===== src/rtl/pe_ctx_loop.sv =====
// Context-driven processing element: steps through a context memory, one
// context per cycle, repeated for a programmable number of passes.
`timescale 1ns/1ps

module pe_ctx_loop #(
    parameter int DATA_W    = 32,
    parameter int CTX_DEPTH = 16,
    parameter int NPORT     = 4,
    parameter int NREG      = 8,
    localparam int AW       = $clog2(CTX_DEPTH)
) (
    input  logic                    CLK,
    input  logic                    RST_N,
    input  logic                    cfg_we,
    input  logic [AW-1:0]           cfg_addr,
    input  logic [31:0]             cfg_data,
    input  logic                    start,
    input  logic [AW:0]             ctx_len,
    input  logic [7:0]              loop_cnt,
    input  logic [NPORT*DATA_W-1:0] in_data,
    input  logic [NPORT-1:0]        in_pred,
    output logic [DATA_W-1:0]       out_data,
    output logic                    out_pred,
    output logic                    busy,
    output logic                    done
);

    localparam logic [1:0] IDLE = 2'd0;
    localparam logic [1:0] RUN  = 2'd1;
    localparam logic [1:0] DONE = 2'd2;

    logic [1:0]        state;
    logic [AW-1:0]     cp;
    logic [7:0]        pass;
    logic [7:0]        loops;
    logic [AW:0]       len;
    logic [AW:0]       len_clamped;
    logic              cp_last;

    logic [28:0]       ctx_mem [CTX_DEPTH];
    logic [28:0]       ctx;
    logic [DATA_W-1:0] regs [NREG];
    logic              p;

    logic [3:0]        op;
    logic [3:0]        src_a;
    logic [3:0]        src_b;
    logic [2:0]        dst;
    logic              wr;
    logic              oe;
    logic              pguard;
    logic [2:0]        psrc;
    logic [7:0]        imm;
    logic [DATA_W-1:0] imm_ext;
    logic [DATA_W-1:0] a_val;
    logic [DATA_W-1:0] b_val;
    logic [DATA_W-1:0] result;
    logic              is_cmp;
    logic              is_nop;
    logic              cmp;
    logic              pred_hit;
    logic              pred_val;
    logic              p_next;
    logic              exec;
    logic              unused_cfg;

    // The top three context bits carry no meaning and are never stored.
    assign unused_cfg = ^cfg_data[31:29];

    assign ctx    = ctx_mem[cp];
    assign op     = ctx[3:0];
    assign src_a  = ctx[7:4];
    assign src_b  = ctx[11:8];
    assign dst    = ctx[14:12];
    assign wr     = ctx[15];
    assign oe     = ctx[16];
    assign pguard = ctx[17];
    assign psrc   = ctx[20:18];
    assign imm    = ctx[28:21];
    assign imm_ext = DATA_W'($signed(imm));

    assign busy = (state == RUN);
    assign done = (state == DONE);

    assign len_clamped = (ctx_len > (AW+1)'(CTX_DEPTH)) ? (AW+1)'(CTX_DEPTH) : ctx_len;
    assign cp_last     = ({1'b0, cp} == len - (AW+1)'(1));

    always_comb begin
        a_val = '0;
        b_val = '0;
        for (int k = 0; k < NREG; k++) begin
            if (src_a == 4'(k)) a_val = regs[k];
            if (src_b == 4'(k)) b_val = regs[k];
        end
        for (int k = 0; k < NPORT; k++) begin
            if (src_a == 4'(k + 8)) a_val = in_data[k*DATA_W +: DATA_W];
            if (src_b == 4'(k + 8)) b_val = in_data[k*DATA_W +: DATA_W];
        end
        if (src_a == 4'd15) a_val = imm_ext;
        if (src_b == 4'd15) b_val = imm_ext;
    end

    always_comb begin
        result = '0;
        is_cmp = 1'b0;
        is_nop = 1'b0;
        cmp    = 1'b0;
        case (op)
            4'd1:    result = a_val + b_val;
            4'd2:    result = a_val - b_val;
            4'd3:    result = a_val & b_val;
            4'd4:    result = a_val | b_val;
            4'd5:    result = a_val ^ b_val;
            4'd6:    result = a_val << b_val[4:0];
            4'd7:    result = a_val >> b_val[4:0];
            4'd8:    result = a_val * b_val;
            4'd9: begin
                cmp    = (a_val == b_val);
                is_cmp = 1'b1;
                result = DATA_W'(cmp);
            end
            4'd10: begin
                cmp    = (a_val < b_val);
                is_cmp = 1'b1;
                result = DATA_W'(cmp);
            end
            4'd11:   result = a_val;
            4'd12:   result = p ? a_val : b_val;
            default: is_nop = 1'b1;
        endcase
    end

    always_comb begin
        pred_hit = 1'b0;
        pred_val = 1'b0;
        for (int k = 0; k < NPORT; k++) begin
            if (psrc == 3'(k)) begin
                pred_hit = 1'b1;
                pred_val = in_pred[k];
            end
        end
        p_next = p;
        if (is_cmp) p_next = cmp;
        else if (op == 4'd11 && pred_hit) p_next = pred_val;
    end

    // A guarded context whose predicate is clear is squashed entirely.
    assign exec = (state == RUN) && !(pguard && !p);

    always_ff @(posedge CLK or negedge RST_N) begin
        if (!RST_N) begin
            state <= IDLE;
            cp    <= '0;
            pass  <= '0;
            loops <= 8'd1;
            len   <= '0;
        end else begin
            case (state)
                IDLE: begin
                    if (start) begin
                        cp    <= '0;
                        pass  <= '0;
                        loops <= (loop_cnt == 8'd0) ? 8'd1 : loop_cnt;
                        len   <= len_clamped;
                        state <= (ctx_len == '0) ? DONE : RUN;
                    end
                end
                RUN: begin
                    if (cp_last) begin
                        cp   <= '0;
                        pass <= pass + 8'd1;
                        if (pass == loops - 8'd1) state <= DONE;
                    end else begin
                        cp <= cp + AW'(1);
                    end
                end
                DONE:    state <= IDLE;
                default: state <= IDLE;
            endcase
        end
    end

    always_ff @(posedge CLK or negedge RST_N) begin
        if (!RST_N) begin
            p        <= 1'b0;
            out_data <= '0;
            out_pred <= 1'b0;
            for (int k = 0; k < NREG; k++) regs[k] <= '0;
        end else if (exec && !is_nop) begin
            p <= p_next;
            if (wr && !is_cmp) begin
                for (int k = 0; k < NREG; k++) begin
                    if (dst == 3'(k)) regs[k] <= result;
                end
            end
            if (oe) begin
                out_data <= result;
                out_pred <= p_next;
            end
        end
    end

    // Context memory keeps its contents through reset and is frozen while running.
    always_ff @(posedge CLK) begin
        if (cfg_we && state != RUN) ctx_mem[cfg_addr] <= cfg_data[28:0];
    end

endmodule

===== config.mk =====
export PLATFORM = sky130hd
export DESIGN_NAME = pe_ctx_loop
export DESIGN_NICKNAME = d
export VERILOG_FILES = /design/src/rtl/pe_ctx_loop.sv
export SDC_FILE = /design/constraint.sdc
export NUM_CORES = 2
export LEC_CHECK = 0
export ABC_AREA = 1
export CORE_UTILIZATION = 45
export DETAILED_ROUTE_END_ITERATION = 6
export SYNTH_ARGS = -nofsm -noshare
export SYNTH_HDL_FRONTEND = slang
export SYNTH_SLANG_ARGS = --single-unit

===== constraint.sdc =====
create_clock -name CLK -period 23.4 [get_ports CLK]
set_input_delay 3.51 -clock CLK [delete_from_list [all_inputs] [get_ports CLK]]
set_output_delay 3.51 -clock CLK [all_outputs]
set_load 0.02 [all_outputs]

* Yosys cells after proc, flatten, opt, wreduce, memory -nomap -nowiden
Memory sizes are Yosys's and may differ from the RTL's.
Index checks and enable logic that the tools add are counted.
** Cells by class
- Add/subtract/negate cells :: 6
- $mul :: 1
- Magnitude comparators :: 2
- Equal/unequal tests :: 55
- Shift operators :: 2
- Muxes and demuxes :: 55
- Bitwise logic cells :: 3
- Reductions and logical operators :: 32
** Operators with widths (number)
- $mux 32 :: 27
- $pmux 32 s12 :: 1
- $eq 4x4->1 const B :: 15
- $eq 4x3->1 const B :: 12
- $add 32x32->32 :: 1
- $and 32x32->32 :: 1
- $eq 32x32->1 :: 1
- $lt 32x32->1 :: 1
- $mul 32x32->32 :: 1
- $or 32x32->32 :: 1
- $shl 32x5->32 :: 1
- $shr 32x5->32 :: 1
- $sub 32x32->32 :: 1
- $xor 32x32->32 :: 1
- $reduce_and 3->1 :: 10
- $eq 4x2->1 const B :: 6
- $mux 8 :: 3
- $pmux 8 s2 :: 1
- $mux 1 :: 13
- $eq 3x2->1 const B :: 4
- $eq 3x3->1 const B :: 4
- $eq 4x1->1 const B :: 3
- $reduce_or 12->1 :: 1
- $add 8x1->8 const B :: 1
- other kinds (27) :: 45
** Storage, ports and cells
- Register bits :: 317
- RAM bits :: 464
- Input port bits :: 185
- Output and inout port bits :: 35
- Logic and storage cells :: 173
- Memories :: 1
** Memories
- ctx_mem :: depth 16, bits a word 29, rd ports 1, clocked after Yosys merged registers in 0, wr ports 1, RTL line 40 : logic [28:0] ctx_mem [CTX_DEPTH];

* Depth between registers and ports, before layout
An unclocked memory read counts as a cell.
- Depth after elaboration :: 18
- Gate-level depth with buffers :: 63
- Gate-level depth less buffers :: 58

* Least setup slack after synthesis
Ideal clock, no wire load.
- Path type :: input-to-reg
- Start point :: input port in_data[35]
- End point :: register regs[189] (netlist name)
- Library setup time :: 134 ps
- Data arrival time :: 11304 ps
- Data required time :: 23266 ps
- Slack :: 11962 ps
- Stages :: 42
- Buffers on the path :: 3
- Cells stage by stage :: nand2_1 nand4_1 nor2_1 nand2_1 nor2_1 buf_2 buf_1 buf_1 nor2_1 fa_1 inv_1 fa_1 fa_1 fa_1 inv_1 fa_1 inv_1 fa_1 [... 6 more ...] a21oi_1 nor2_1 o21ai_0 nand2_1 nand2_1 nand2_1 a21oi_1 o21ai_0 nand3_1 nand3b_1 nand2_1 nor2_1 nor3_1 o2111ai_1 nor2_1 nand2_1 nand2_1 o21ai_0
** Between the ends
- Cells in the longest elaborated chain, start to end :: 6
- Elaborated cells on any way between the ends :: 14
- Classes of those cells :: add/sub: 2; mul: 1; shift: 2; mux: 9
** Ends and longest elaborated chain
- start: declaration :: RTL line 20 : input logic [NPORT*DATA_W-1:0] in_data,
- $mux 32, on equally long branches (3 in a row) :: RTL line 96, 97
- $mux 32, on equally long branches :: RTL line 99, 100
- $mul 32x32->32 (tied with other cells) :: RTL line 116 : 4'd8: result = a_val * b_val;
- $pmux 32 s12 * :: RTL line 108 : case (op)
- end signal: indexed assignment :: RTL line 193 : if (dst == 3'(k)) regs[k] <= result;
- end: declaration :: RTL line 42 : logic [DATA_W-1:0] regs [NREG];
Every way passes the cells marked *; elsewhere a longest branch is shown, timed or not.
A chain may end at the register's enable or synchronous reset.

* Final worst setup path
- Start point :: register cp[0]
- End point :: register regs[183] (netlist name)
** Between the ends
- Cells in the longest elaborated chain, start to end :: 17
- Elaborated cells on any way between the ends :: 86
- Classes of those cells :: add/sub: 2; mul: 1; eq/ne: 37; shift: 2; mux: 29; bitwise: 3; reduce/logical: 11; memory: 1
** Ends and longest elaborated chain
- start: declaration :: RTL line 33 : logic [AW-1:0] cp;
- start signal: assignment :: RTL line 174 : cp <= cp + AW'(1);
- $mem_v2 16x29 *
- $logic_not 4->1, on equally long branches :: RTL line 92, 93
- $mux 32, on equally long branches (8 in a row) :: RTL line 92, 93
- $mux 32, on equally long branches (4 in a row) :: RTL line 96, 97
- $mux 32, on equally long branches :: RTL line 99, 100
- $mul 32x32->32 (tied with other cells) :: RTL line 116
- $pmux 32 s12 :: RTL line 108
Marked as above.

==> results.txt <==
- The synthesized design contains 781 register bits.
- CTS built an H-tree with a depth of 3.
* Post-synthesis async set-or-reset flop share: 40.6%
* Layout overhead on the synthesized area: 11.3%
* NumNets Final: 8824
- In this run the worst setup path begins at cp[0]$_DFFE_PN0P_.
- Summing the areas of all compound-gate instances in the mapped netlist gives 11.2% of the synthesized area.
- Worst-Skew Late Latency: 0.74 ns
* Post-synthesis cell type count: 73
* Number of cell rows: 135
- Number of nets in the synthesized netlist: 8777
- Sum of buffers and inverters on the critical path: 10
- Input and output buffers added on the ports amount to 216.
* Final setup violation count: 0
* Slew at the pin closest to its max-slew limit: 1.24 ns
- Based on the critical path, the design can be clocked at up to 71.0 MHz.
* DIE WIDTH: 372 µm
* Height of the die: 372 µm
- The run finished, with violations left.
- DP Wirelength: 167000 µm
- Maximum number of pins on one net before global-route repair: 194
* Inserted Clock Buffers: 86
- The setup check on the worst reg-to-reg path leaves a slack of 9.31 ns.
- Vias: 56685
- The final critical path takes up 60.2% of the cycle.
- Synthesis produced 7958 cells.
- Across all setup checks in the final design, the least slack found is 9.31 ns.
- After synthesis, flip-flops and latches occupy 35.5% of the total area.
- Number of antenna violations at the first check in global routing: 11
- Relative slew margins: 15.3%
- CTS Sinks: 781
- Cell family with the largest share of critical-path delay: simple AND/OR/NAND/NOR gates
- On the final layout, the worst hold slack is 0.479 ns.
- Maximum net fanout on the critical path: 137
- The tool flagged a number of max-cap violations equal to 0.
- Number of buffers inserted by post-CTS setup repair: 0
- The worst hold path begins at out_data[13]$_DFFE_PN0P_.
- Post-synthesis mux area share: 0.0163%
- The detailed router finished its first iteration with 6501 violations.
* Clock transition at the registers of the reported paths: 0.06 ns
- The initial utilization of the core area, before any placement, comes to 45.4%.
- Detailed-router iteration count before antenna repair: 7
- Once detail routing completed, the nets flagged for antenna violations numbered 0.
- The critical path is of the reg -> reg type.
* Simple-gate share of the synthesized area: 25.4%
- Most frequent CP cell: sky130_fd_sc_hd__nand2_1
* Footprint of the multi-input gates: 34100 µm²
* Bufs on Longest Clock Path: 3
- The path with the worst hold slack has its endpoint at out_data[13]$_DFFE_PN0P_.
* Most instantiated flip-flop cell in the synthesis netlist: sky130_fd_sc_hd__edfxtp_1
- Register area: 21900 µm²
* Parity-gate share of the synthesized area counting xor and xnor cells: 0.583%
- Critical-path top delay cell: sky130_fd_sc_hd__inv_1
- Data on the critical path arrives at its endpoint at 14.63 ns.
* Most used cells in the layout excluding fill and tap cells: 2434 x sky130_fd_sc_hd__nand2_1, 1025 x sky130_fd_sc_hd__inv_1, 739 x sky130_fd_sc_hd__nor2_1
- Count of yosys warnings during synthesis: 0
- The number of global-route vias before repair was 54398.
- Count of unresolved DRC violations after routing: 3
- TritonCTS clock tree: done
- Summing the areas of all fa, ha and maj instances in the mapped netlist gives 17.9% of the synthesized area.
- Setup skew after layout: 0.0861 ns
- Classification of the worst-slack hold path: reg -> reg
- Overall die area: 138000 µm²
- Main combinational cell family by area after synthesis: simple AND/OR/NAND/NOR gates
- Global routing finished with a remaining overflow of 0.
* Worst r2r dst: regs[183]$_DFFE_PN0P_
* Final total negative setup slack: 0 ns
* Vias/cell: 5.75
* Core Region: 136000 µm²
- Hold violation total from the final report: 0
- Required time at the endpoint of the critical path: 23.93 ns
* Global placement routability congestion: 1.02
- Post-CTS repair changed the size of 0 cells.
* Summed instance area of the synthesized netlist: 61600 µm²
- Layout cells sized above 1: 5.54%
- Nature of the critical path startpoint: flop
- Violated checks: DRC
- Once layout is complete, the utilization of the core stands at 50.5%.
- Clock Tree Root: sky130_fd_sc_hd__clkbuf_16
- Setup WS pre-CTS: 9.59 ns
* Worst stage delay on the critical path: 0.90 ns
- The number of hold buffers added after CTS was 0.
- Most common library cell in the layout ignoring fill and taps: sky130_fd_sc_hd__nand2_1
- After synthesis, the mean cell area works out to 7.74 µm².
- Post-layout minimum cycle time: 14.09 ns
- The worst register-to-register path has a depth of 48.
* Fill cell total of the finished layout: 13001
- The first global-routing pass estimated 354000 µm of wire.
- Summed over all layers, the routed wires come to 241000 µm.
* Startpoint of the lowest-slack register-to-register path: cp[0]$_DFFE_PN0P_
- Counting flops with a built-in enable in the synthesized netlist gives 464.
- The worst hold path passes through 2 cells.
- The count of final max-slew check failures is 0.
* Drt wl/cell: 24.5 µm
- 220 I/O pins were placed.
- Overall routing resource usage: 34.7%
- Kind of end point of the critical path: flop
* Unrepaired setup endpoints after global routing: no
-- flip-flops by register name (all words and copies together) (netlist names) --
register	count
loops	8
out_pred	1
len	5
state	2
out_data	32
p	1
ctx_mem	464
regs	256
pass	8
cp	4
-- per-layer routing --
layer	vias up	wire, µm	track usage (%)
met4	16	11700	15.2
met1	27549	96700	46.4
met5	-	106	0
met2	2881	109000	54.4
li1	25665	-	-
met3	574	24000	6.99
-- layout make-up --
type                            instances  share of cell area [%]
Clock buffer                          117                    3.46
Inverter                             1087                    5.96
Antenna cell                            2                 0.00730
Timing Repair Buffer                  362                    4.80
Multi-Input combinational cell       5687                    49.8
Clock inverter                         39                   0.823
Tap cell                             1781                    3.25
Sequential cell                       781                    31.9
-- cells in the mapped netlist (10+ instances only) --
cell	n	area [µm²]
sky130_fd_sc_hd__a2111oi_0	13	114
sky130_fd_sc_hd__a211oi_1	20	150
sky130_fd_sc_hd__a21oi_1	312	1560
sky130_fd_sc_hd__a21oi_2	13	114
sky130_fd_sc_hd__a221oi_1	13	114
sky130_fd_sc_hd__buf_1	46	173
sky130_fd_sc_hd__buf_2	106	531
sky130_fd_sc_hd__buf_4	15	113
sky130_fd_sc_hd__clkbuf_1	228	856
sky130_fd_sc_hd__clkinv_1	11	41.3
sky130_fd_sc_hd__dfrtp_1	316	7910
sky130_fd_sc_hd__edfxtp_1	464	13900
sky130_fd_sc_hd__fa_1	410	8210
sky130_fd_sc_hd__ha_1	224	2800
sky130_fd_sc_hd__inv_1	1027	3850
sky130_fd_sc_hd__inv_2	49	184
sky130_fd_sc_hd__nand2_1	2436	9140
sky130_fd_sc_hd__nand3_1	415	2080
sky130_fd_sc_hd__nand3b_1	10	75.1
sky130_fd_sc_hd__nand4_1	136	851
sky130_fd_sc_hd__nor2_1	769	2890
sky130_fd_sc_hd__nor2_2	13	81.3
sky130_fd_sc_hd__nor3_1	35	175
sky130_fd_sc_hd__o2111ai_1	19	166
sky130_fd_sc_hd__o211ai_1	51	383
sky130_fd_sc_hd__o21ai_0	449	2250
sky130_fd_sc_hd__o21ai_1	55	275
sky130_fd_sc_hd__o221ai_1	67	587
sky130_fd_sc_hd__o22ai_1	66	413
sky130_fd_sc_hd__or2_2	17	106
sky130_fd_sc_hd__xnor2_1	14	123
sky130_fd_sc_hd__xor2_1	27	236
-- logic make-up after synthesis --
logic type      after synthesis
compound gates             1151
xor+xnor                     41
fa+ha+maj                   634
buf+inv                    1490
flops                       781
mux                           1
simple gates               3860
-- metrics by stage --
stage | instances | area (µm²)
6_report | 9856 | 68500
5_1_grt | 9854 | 68500
4_1_cts | 9854 | 68500
3_5_place_dp | 9698 | 65600
3_3_place_gp | 9698 | 65600
2_1_floorplan | 7958 | 61600
-- worst register-to-register path, delay by kind of cell (launching register included) --
kind                     cells  cell delay, ns
AO/OA/AOI/OAI                9            2.41
buffers and inverters       10            3.20
XOR/XNOR                     1            0.24
adder cells (fa/ha/maj)      9            3.52
AND/OR/NAND/NOR             19            3.82
flip-flops                   1            0.71
-- worst max path at each step --
stage                     cells after the start                     to  slack [ns]
after global placement                       41  regs[183]$_DFFE_PN0P_        9.66
after detailed placement                     41  regs[183]$_DFFE_PN0P_        9.59
after CTS                                    48  regs[183]$_DFFE_PN0P_        9.62
final                                        48  regs[183]$_DFFE_PN0P_        9.31
after global routing                         49   regs[55]$_DFFE_PN0P_        8.73
after floorplan                              42  regs[189]$_DFFE_PN0P_       11.96
Power is left out: the tool's default activity adds up to more than one toggle a clock period on the data nets, which glitch-free logic cannot reach.
